==> src/rtl/gps_ack_pkg.sv <==
// Shared types and helpers for the GPS acquisition peak selector.
package gps_ack_pkg;

    typedef enum logic [1:0] {
        IDLE  = 2'd0,
        ARMED = 2'd1,
        CMP   = 2'd2,
        DRAIN = 2'd3
    } state_t;

    // |I|+|Q| of two signed INT_W values needs one extra bit so the sum never wraps
    function automatic int mag_w(input int int_w);
        return int_w + 1;
    endfunction

endpackage

==> src/rtl/gps_ack_peak_sel_if.sv <==
// Cell input bus and result stream of the peak selector, with driver/DUT views.
interface gps_ack_peak_sel_if
    import gps_ack_pkg::*;
#(
    parameter int NUM_CH  = 8,
    parameter int INT_W   = 14,
    parameter int SAT_W   = 6,
    parameter int PHASE_W = 10,
    parameter int FRAC_W  = 5,
    parameter int DOP_W   = 16
);
    localparam int MAG_W = mag_w(INT_W);
    localparam int CH_W  = (NUM_CH > 1) ? $clog2(NUM_CH) : 1;

    logic                      search_start;
    logic                      corr_complete;
    logic                      search_complete;
    logic [NUM_CH*SAT_W-1:0]   sat;
    logic [NUM_CH*INT_W-1:0]   integ_i;
    logic [NUM_CH*INT_W-1:0]   integ_q;
    logic [PHASE_W-1:0]        code_phase;
    logic [FRAC_W-1:0]         code_nco_frac;
    logic [DOP_W-1:0]          doppler_omega;
    logic [MAG_W-1:0]          threshold;
    logic                      busy;
    logic                      overrun;
    logic                      res_valid;
    logic                      res_ready;
    logic [CH_W-1:0]           res_ch;
    logic [SAT_W-1:0]          res_sat;
    logic [MAG_W-1:0]          res_mag;
    logic [PHASE_W-1:0]        res_phase;
    logic [FRAC_W-1:0]         res_frac;
    logic [DOP_W-1:0]          res_dop;
    logic                      res_detect;
    logic                      done;

    modport slave (
        input  search_start, corr_complete, search_complete, sat, integ_i, integ_q,
               code_phase, code_nco_frac, doppler_omega, threshold, res_ready,
        output busy, overrun, res_valid, res_ch, res_sat, res_mag, res_phase,
               res_frac, res_dop, res_detect, done
    );

    modport master (
        output search_start, corr_complete, search_complete, sat, integ_i, integ_q,
               code_phase, code_nco_frac, doppler_omega, threshold, res_ready,
        input  busy, overrun, res_valid, res_ch, res_sat, res_mag, res_phase,
               res_frac, res_dop, res_detect, done
    );

endinterface

==> src/rtl/gps_ack_mag.sv <==
// Combinational |I|+|Q|; the most negative integrator value maps to its exact magnitude.
module gps_ack_mag #(
    parameter  int INT_W = 14,
    localparam int MAG_W = INT_W + 1
) (
    input  logic [INT_W-1:0] i_i,
    input  logic [INT_W-1:0] i_q,
    output logic [MAG_W-1:0] o_mag
);
    logic [MAG_W-1:0] w_i_ext;
    logic [MAG_W-1:0] w_q_ext;
    logic [MAG_W-1:0] w_abs_i;
    logic [MAG_W-1:0] w_abs_q;

    // Sign-extend by one bit first so negating -2^(INT_W-1) cannot overflow
    assign w_i_ext = {i_i[INT_W-1], i_i};
    assign w_q_ext = {i_q[INT_W-1], i_q};
    assign w_abs_i = i_i[INT_W-1] ? (~w_i_ext + MAG_W'(1)) : w_i_ext;
    assign w_abs_q = i_q[INT_W-1] ? (~w_q_ext + MAG_W'(1)) : w_q_ext;
    assign o_mag   = w_abs_i + w_abs_q;

endmodule

==> src/rtl/gps_ack_peak_sel.sv <==
// Per-channel peak tracker over a code-phase x Doppler search; drains one record per channel.
module gps_ack_peak_sel
    import gps_ack_pkg::*;
#(
    parameter int NUM_CH  = 8,
    parameter int INT_W   = 14,
    parameter int SAT_W   = 6,
    parameter int PHASE_W = 10,
    parameter int FRAC_W  = 5,
    parameter int DOP_W   = 16
) (
    input  logic               clk,
    input  logic               rst_n,
    gps_ack_peak_sel_if.slave  bus
);
    localparam int MAG_W = mag_w(INT_W);
    localparam int CH_W  = (NUM_CH > 1) ? $clog2(NUM_CH) : 1;

    typedef struct packed {
        logic [SAT_W-1:0]   sat;
        logic [MAG_W-1:0]   mag;
        logic [PHASE_W-1:0] phase;
        logic [FRAC_W-1:0]  frac;
        logic [DOP_W-1:0]   dop;
    } peak_rec_t;

    state_t                  r_state;
    state_t                  w_next;
    logic                    w_done_set;
    logic [CH_W-1:0]         r_ch;
    peak_rec_t               r_tab [NUM_CH];
    logic [NUM_CH*SAT_W-1:0] r_snap_sat;
    logic [NUM_CH*INT_W-1:0] r_snap_i;
    logic [NUM_CH*INT_W-1:0] r_snap_q;
    logic [PHASE_W-1:0]      r_snap_phase;
    logic [FRAC_W-1:0]       r_snap_frac;
    logic [DOP_W-1:0]        r_snap_dop;
    logic [MAG_W-1:0]        r_thr;
    logic                    r_overrun;
    logic                    r_pending;
    logic                    r_done;

    logic                    w_last;
    logic                    w_snap;
    logic                    w_accept;
    logic                    w_valid;
    logic                    w_upd;
    logic [SAT_W-1:0]        w_cur_sat;
    logic [INT_W-1:0]        w_cur_i;
    logic [INT_W-1:0]        w_cur_q;
    logic [MAG_W-1:0]        w_mag;
    peak_rec_t               w_new_rec;
    peak_rec_t               w_out;

    assign w_last    = (r_ch == CH_W'(NUM_CH - 1));
    assign w_snap    = (r_state == ARMED) && bus.corr_complete && !bus.search_start;
    assign w_valid   = (r_state == DRAIN);
    assign w_accept  = w_valid && bus.res_ready;
    assign w_cur_sat = r_snap_sat[int'(r_ch)*SAT_W +: SAT_W];
    assign w_cur_i   = r_snap_i[int'(r_ch)*INT_W +: INT_W];
    assign w_cur_q   = r_snap_q[int'(r_ch)*INT_W +: INT_W];

    gps_ack_mag #(.INT_W(INT_W)) u_mag (
        .i_i   (w_cur_i),
        .i_q   (w_cur_q),
        .o_mag (w_mag)
    );

    // A new PRN in the slot replaces the entry; same PRN needs a strictly larger peak
    assign w_upd = (r_state == CMP) && !bus.search_start &&
                   ((w_cur_sat != r_tab[r_ch].sat) || (w_mag > r_tab[r_ch].mag));
    assign w_new_rec = '{sat: w_cur_sat, mag: w_mag, phase: r_snap_phase,
                         frac: r_snap_frac, dop: r_snap_dop};

    always_comb begin
        w_next     = r_state;
        w_done_set = 1'b0;
        if (bus.search_start) begin
            w_next = ARMED;
        end else begin
            case (r_state)
                IDLE:  w_next = IDLE;
                ARMED: begin
                    if (bus.corr_complete)
                        w_next = CMP;
                    else if (bus.search_complete)
                        w_next = DRAIN;
                end
                CMP: begin
                    if (w_last)
                        w_next = (r_pending || bus.search_complete) ? DRAIN : ARMED;
                end
                DRAIN: begin
                    if (w_accept && w_last) begin
                        w_next     = IDLE;
                        w_done_set = 1'b1;
                    end
                end
            endcase
        end
    end

    // The channel counter restarts on every state change so CMP and DRAIN both begin at ch0
    always_ff @(posedge clk or negedge rst_n) begin
        if (!rst_n) begin
            r_state   <= IDLE;
            r_ch      <= '0;
            r_pending <= 1'b0;
            r_done    <= 1'b0;
            r_overrun <= 1'b0;
            r_thr     <= '0;
        end else begin
            r_state   <= w_next;
            r_pending <= (w_next == CMP) && (r_pending || bus.search_complete);
            r_done    <= w_done_set;
            if (w_next != r_state)
                r_ch <= '0;
            else if ((r_state == CMP) || w_accept)
                r_ch <= r_ch + CH_W'(1);
            if (bus.search_start) begin
                r_overrun <= 1'b0;
                r_thr     <= bus.threshold;
            end else if ((r_state == CMP) && bus.corr_complete) begin
                r_overrun <= 1'b1;
            end
        end
    end

    always_ff @(posedge clk or negedge rst_n) begin
        if (!rst_n) begin
            r_snap_sat   <= '0;
            r_snap_i     <= '0;
            r_snap_q     <= '0;
            r_snap_phase <= '0;
            r_snap_frac  <= '0;
            r_snap_dop   <= '0;
        end else if (w_snap) begin
            r_snap_sat   <= bus.sat;
            r_snap_i     <= bus.integ_i;
            r_snap_q     <= bus.integ_q;
            r_snap_phase <= bus.code_phase;
            r_snap_frac  <= bus.code_nco_frac;
            r_snap_dop   <= bus.doppler_omega;
        end
    end

    always_ff @(posedge clk or negedge rst_n) begin
        if (!rst_n) begin
            for (int k = 0; k < NUM_CH; k++)
                r_tab[k] <= '0;
        end else begin
            for (int k = 0; k < NUM_CH; k++) begin
                if (bus.search_start)
                    r_tab[k] <= '0;
                else if (w_upd && (r_ch == CH_W'(k)))
                    r_tab[k] <= w_new_rec;
            end
        end
    end

    // Record fields are forced to zero whenever no record is being offered
    assign w_out          = r_tab[r_ch];
    assign bus.busy       = (r_state == CMP) || (r_state == DRAIN);
    assign bus.overrun    = r_overrun;
    assign bus.done       = r_done;
    assign bus.res_valid  = w_valid;
    assign bus.res_ch     = w_valid ? r_ch : '0;
    assign bus.res_sat    = w_valid ? w_out.sat : '0;
    assign bus.res_mag    = w_valid ? w_out.mag : '0;
    assign bus.res_phase  = w_valid ? w_out.phase : '0;
    assign bus.res_frac   = w_valid ? w_out.frac : '0;
    assign bus.res_dop    = w_valid ? w_out.dop : '0;
    assign bus.res_detect = w_valid && (w_out.mag >= r_thr);

endmodule

==> src/flat_wrapper.sv <==
// flat-port wrapper written by rule: the top's interface ports become plain ports
module gps_ack_peak_sel_flat import gps_ack_pkg::*;
#(
    parameter int NUM_CH  = 8,
    parameter int INT_W   = 14,
    parameter int SAT_W   = 6,
    parameter int PHASE_W = 10,
    parameter int FRAC_W  = 5,
    parameter int DOP_W   = 16
)
  (clk, rst_n, bus_search_start, bus_corr_complete, bus_search_complete, bus_sat, bus_integ_i, bus_integ_q, bus_code_phase, bus_code_nco_frac, bus_doppler_omega, bus_threshold, bus_res_ready, bus_busy, bus_overrun, bus_res_valid, bus_res_ch, bus_res_sat, bus_res_mag, bus_res_phase, bus_res_frac, bus_res_dop, bus_res_detect, bus_done);
  gps_ack_peak_sel_if #(.NUM_CH(NUM_CH), .INT_W(INT_W), .SAT_W(SAT_W), .PHASE_W(PHASE_W), .FRAC_W(FRAC_W), .DOP_W(DOP_W)) bus_i ();
  input  logic clk;
  input  logic rst_n;
  input wire logic [$bits(bus_i.search_start)-1:0] bus_search_start;
  input wire logic [$bits(bus_i.corr_complete)-1:0] bus_corr_complete;
  input wire logic [$bits(bus_i.search_complete)-1:0] bus_search_complete;
  input wire logic [$bits(bus_i.sat)-1:0] bus_sat;
  input wire logic [$bits(bus_i.integ_i)-1:0] bus_integ_i;
  input wire logic [$bits(bus_i.integ_q)-1:0] bus_integ_q;
  input wire logic [$bits(bus_i.code_phase)-1:0] bus_code_phase;
  input wire logic [$bits(bus_i.code_nco_frac)-1:0] bus_code_nco_frac;
  input wire logic [$bits(bus_i.doppler_omega)-1:0] bus_doppler_omega;
  input wire logic [$bits(bus_i.threshold)-1:0] bus_threshold;
  input wire logic [$bits(bus_i.res_ready)-1:0] bus_res_ready;
  output wire logic [$bits(bus_i.busy)-1:0] bus_busy;
  output wire logic [$bits(bus_i.overrun)-1:0] bus_overrun;
  output wire logic [$bits(bus_i.res_valid)-1:0] bus_res_valid;
  output wire logic [$bits(bus_i.res_ch)-1:0] bus_res_ch;
  output wire logic [$bits(bus_i.res_sat)-1:0] bus_res_sat;
  output wire logic [$bits(bus_i.res_mag)-1:0] bus_res_mag;
  output wire logic [$bits(bus_i.res_phase)-1:0] bus_res_phase;
  output wire logic [$bits(bus_i.res_frac)-1:0] bus_res_frac;
  output wire logic [$bits(bus_i.res_dop)-1:0] bus_res_dop;
  output wire logic [$bits(bus_i.res_detect)-1:0] bus_res_detect;
  output wire logic [$bits(bus_i.done)-1:0] bus_done;
  assign bus_i.search_start = bus_search_start;
  assign bus_i.corr_complete = bus_corr_complete;
  assign bus_i.search_complete = bus_search_complete;
  assign bus_i.sat = bus_sat;
  assign bus_i.integ_i = bus_integ_i;
  assign bus_i.integ_q = bus_integ_q;
  assign bus_i.code_phase = bus_code_phase;
  assign bus_i.code_nco_frac = bus_code_nco_frac;
  assign bus_i.doppler_omega = bus_doppler_omega;
  assign bus_i.threshold = bus_threshold;
  assign bus_i.res_ready = bus_res_ready;
  assign bus_busy = bus_i.busy;
  assign bus_overrun = bus_i.overrun;
  assign bus_res_valid = bus_i.res_valid;
  assign bus_res_ch = bus_i.res_ch;
  assign bus_res_sat = bus_i.res_sat;
  assign bus_res_mag = bus_i.res_mag;
  assign bus_res_phase = bus_i.res_phase;
  assign bus_res_frac = bus_i.res_frac;
  assign bus_res_dop = bus_i.res_dop;
  assign bus_res_detect = bus_i.res_detect;
  assign bus_done = bus_i.done;
  gps_ack_peak_sel #(.NUM_CH(NUM_CH), .INT_W(INT_W), .SAT_W(SAT_W), .PHASE_W(PHASE_W), .FRAC_W(FRAC_W), .DOP_W(DOP_W)) u_core (.clk(clk), .rst_n(rst_n), .bus(bus_i));
endmodule
==> config.mk <==
export PLATFORM = sky130hd
export DESIGN_NAME = gps_ack_peak_sel_flat
export DESIGN_NICKNAME = d
export VERILOG_FILES = /design/src/rtl/gps_ack_pkg.sv /design/src/rtl/gps_ack_peak_sel_if.sv /design/src/rtl/gps_ack_mag.sv /design/src/rtl/gps_ack_peak_sel.sv /design/src/flat_wrapper.sv
export SDC_FILE = /design/constraint.sdc
export NUM_CORES = 1
export LEC_CHECK = 0
export CORE_UTILIZATION = 55
export DETAILED_ROUTE_END_ITERATION = 10
export PLACE_DENSITY = 0.78
export SYNTH_ARGS = -nofsm -noshare
export SYNTH_HDL_FRONTEND = slang
export SYNTH_SLANG_ARGS = --single-unit
==> constraint.sdc <==
create_clock -name clk -period 13.21 [get_ports clk]
set_input_delay 2.642 -clock clk [delete_from_list [all_inputs] [get_ports clk]]
set_output_delay 2.642 -clock clk [all_outputs]
set_load 0.01 [all_outputs]
==> flow_metrics.py <==
metrics = {
    "outcome": {
        "outcome": "completed",
    },
    "floorplanning": {
        "core_mm2": 0.0663,
        "die_w_um": 262,
        "rows": 94,
        "ioPinCount": 384,
        "fp.dieArea_mm2": 0.0686,
        "fp.dieH_um": 262,
        "start_util_pct": 56.0,
    },
    "clocking": {
        "clk_latency_ns": 0.64,
        "htreeDepth": 3,
        "clock-sinks": 742,
        "clockRootBuffer": "clkbuf_16",
        "post_cts_buffers": 0,
        "cts_resized": 0,
        "clock_path_buffers": 3,
        "path_clk_slew_ns": 0.06,
        "cts_tree": "built",
        "cts_buffers": 81,
        "cts_hold_buf": 0,
    },
    "hold_path": {
        "worstHoldPathType": "flop to flop",
        "hold_start": "u_core.r_snap_q[47]$_DFFE_PN0P_",
        "holdPathEnd": "u_core.r_snap_q[47]$_DFFE_PN0P_",
        "min_path_cells": 1,
    },
    "yosys": {
        "synthArstFlopShare_pct": 100,
        "synth_cells": 3173,
        "synth_area_per_cell_um2": 11.7,
        "synth_edf_count": 0,
        "yosys.area.top_type_share_pct": 49.9,
        "synth_area_mm2": 0.0372,
        "synth_top_area_cell": "dfrtp_1",
        "ys_warn_count": 0,
        "synthTopCellsByArea": "dfrtp_1, mux4_2, mux2_2",
        "synth_nets": 3550,
        "yosysSeqAreaShare_pct": 49.9,
        "synth_cell_types": 57,
        "synth_ff_type": "dfrtp_1",
        "yosys_register_bits": 742,
    },
    "grt": {
        "overflow": 0,
        "antenna_found_initial": 14,
        "grt_pass1_wl_um": 165000,
        "grt_pass1_vias": 29200,
        "grt_usage_pct": 31.2,
        "grt_max_degree": 235,
    },
    "place": {
        "port_buffers": 383,
        "gp_congestion": 0.886,
        "place_hpwl_um": 64500,
        "placed_cells": 4163,
    },
    "route": {
        "wl_um": 105000,
        "avgRoutedWirePerCell_um": 24.3,
        "viasPerCell": 6.35,
        "drc": 0,
        "drt_first_iter_violations": 2758,
        "drtAntennaViolNets": 0,
        "via_count": 27400,
        "first_pass_iters": 6,
    },
    "final_layout": {
        "syn_to_final_growth_pct": 18.3,
        "final_cells": 4315,
        "n_fill_cell": 4866,
        "final_layout_size_suffix_gt1_share_pct": 19.2,
        "nNetsFinal": 3759,
    },
    "critical_path": {
        "arrival_ns": 9.68,
        "worst_r2r_endpoint": "u_core.r_tab[396]$_DFFE_PN0P_",
        "r2r_start": "u_core.r_ch[1]$_DFFE_PN0P_",
        "worstPathMaxFanout": 76,
        "setup.worst_path.end_class": "flop",
        "reg2reg_slack_ns": 4.07,
        "reg2reg_depth": 23,
        "critical_path_required_ns": 13.75,
        "worst_setup_path_start_kind": "flop",
        "crit_type": "flop to flop",
    },
    "pwr": {
        "p_leak_nw": 19.6,
        "peakVddDrop_v": 0.000289,
        "powerDensity_mw_per_mm2": 167,
    },
    "sta": {
        "setup_viol": 0,
        "tns_ns": 0,
        "relSlewSlack_pct": 14.2,
        "skew_ns": 0.0321,
        "period_minus_slack_ns": 9.14,
        "period_share_pct": 69.2,
        "hold_viol_final": 0,
        "slew_viol_final": 0,
        "rsz0062_at_grt": "no",
        "tightest_slew_ns": 1.29,
        "max_freq_mhz": 109,
    },
    "job": {
        "maxCapViolations": 0,
    },
}
-- area by class of cell --
type,instances,area [um2],area share (%)
sequential,742,18600,42.3
timing repair buffer,417,4160,9.46
clock inverter,19,263,0.598
multi-input combinational,2087,17200,39.2
antenna,9,22.5,0.0512
clock buffer,124,2430,5.53
tap,864,1080,2.46
inverter,53,201,0.458
-- cell families (layout without fill, tap and decap cells) --
family                   Yosys count  after routing  synth area share (%)
buffers and inverters            344            613                  3.92
other                              0              9                     0
XOR/XNOR                          82             82                  1.93
flip-flops                       742            742                  49.9
AND/OR/NAND/NOR                  681            681                  8.05
AO/OA/AOI/OAI                    546            546                  8.02
multiplexers                     725            725                  26.3
adder cells (fa/ha/maj)           53             53                  1.80
-- layout by cell type (no fill, tap or decap), types with 5 or more instances in the layout --
master,synthesis,routed
dfrtp_1,742,739
clkdlybuf4s50_1,0,381
mux2_2,304,304
mux2i_1,249,249
a21oi_1,241,241
nor2_1,224,222
nand3_1,205,205
nand2_1,179,176
mux4_2,172,172
o21ai_1,140,140
o21ai_0,99,99
clkbuf_16,0,83
xor2_1,55,55
ha_1,52,52
inv_1,52,51
nor3_1,29,29
buf_4,14,29
xnor2_1,27,27
clkbuf_1,194,21
clkbuf_8,0,20
o22ai_1,18,18
diode_2,0,9
a21o_1,9,9
clkinv_2,0,8
a211oi_1,7,7
and3_1,7,6
nor2b_1,6,6
bufinv_16,0,6
a31oi_1,5,5
nand2b_1,5,5
buf_12,0,5
-- power breakdown --
part	switching (mW)	leakage [nW]	total (mW)	internal (mW)
clock	0.926	1.33	2.31	1.38
sequential	0.234	9.68	2.76	2.53
combinational	1.37	8.59	2.27	0.904
total	2.53	19.6	7.34	4.81
-- sequential cells by signal, summed over array words and instances (netlist names) --
name,count
u_core.r_snap_q,112
u_core.r_state,2
u_core.r_snap_dop,16
u_core.r_snap_frac,5
u_core.r_snap_i,112
u_core.bus.done,1
u_core.r_pending,1
u_core.r_tab,416
u_core.bus.overrun,1
u_core.r_snap_phase,10
u_core.r_snap_sat,48
u_core.r_ch,3
u_core.r_thr,15
-- per-stage QoR --
stage          cell area [um2]  util, %  hold WS (ns)  worst slack (ns)  total power [mW]
2_1_floorplan            37200        -         0.475              6.41              4.25
3_3_place_gp             41300     62.2         0.486              4.42              4.91
3_5_place_dp             41300     62.2         0.491              4.18              5.01
4_1_cts                  44000     66.3         0.505              4.16              7.33
5_1_grt                  44000     66.3         0.512              3.59              7.66
6_report                 44000     66.3         0.503              4.07              7.34
-- worst max-delay path, cell delays in order, from the launching register on --
cell and delay, ns:
dfrtp_4 0.73, buf_4 0.71, mux4_2 0.44, mux2i_1 0.33, ha_1 0.25, and3_1 0.20
nand2_1 0.08, or3_1 0.42, o21ai_0 0.24, xor2_1 0.27, ha_1 0.33, or3_1 0.31
o21ai_0 0.08, a31oi_1 0.09, xnor2_1 0.67, ha_1 0.37, a21o_1 0.16, a21o_1 0.17
a21oi_1 0.20, a31oi_2 0.39, o311ai_4 0.90, buf_4 0.97, nor2_2 0.30, a211oi_1 0.32
-- cells in the mapped netlist, drive strengths merged (6+ instances only) --
library cell,n
dfrtp,742
mux2,304
mux2i,249
a21oi,241
o21ai,239
nor2,228
nand3,205
clkbuf,194
nand2,179
mux4,172
buf,97
xor2,55
inv,53
ha,52
nor3,29
xnor2,27
o22ai,18
a21o,9
a211oi,7
and3,7
a31oi,6
nor2b,6
-- layer usage --
metal	part of all wire [%]	up-vias	global-route usage, %
met5	0.073	-	0
met4	3.0	12	12.2
met3	8.8	218	7.25
met2	50	1299	51.5
met1	38	14100	40.1
li1	-	11800	-
-- worst max path at each step --
| stage | start | endpoint | slack, ns | cells past startpoint |
|---|---|---|---|---|
| floorplan | u_core.r_ch[0]$_DFFE_PN0P_ | bus_res_detect | 6.41 | 17 |
| global placement | u_core.r_ch[0]$_DFFE_PN0P_ | u_core.r_tab[396]$_DFFE_PN0P_ | 4.42 | 22 |
| detailed placement | u_core.r_ch[0]$_DFFE_PN0P_ | u_core.r_tab[396]$_DFFE_PN0P_ | 4.18 | 20 |
| CTS | u_core.r_ch[0]$_DFFE_PN0P_ | u_core.r_tab[396]$_DFFE_PN0P_ | 4.16 | 20 |
| global route | u_core.r_ch[0]$_DFFE_PN0P_ | u_core.r_tab[396]$_DFFE_PN0P_ | 3.59 | 22 |
| finish | u_core.r_ch[1]$_DFFE_PN0P_ | u_core.r_tab[396]$_DFFE_PN0P_ | 4.07 | 23 |
Note: power is estimated with default switching activity, not from simulation.
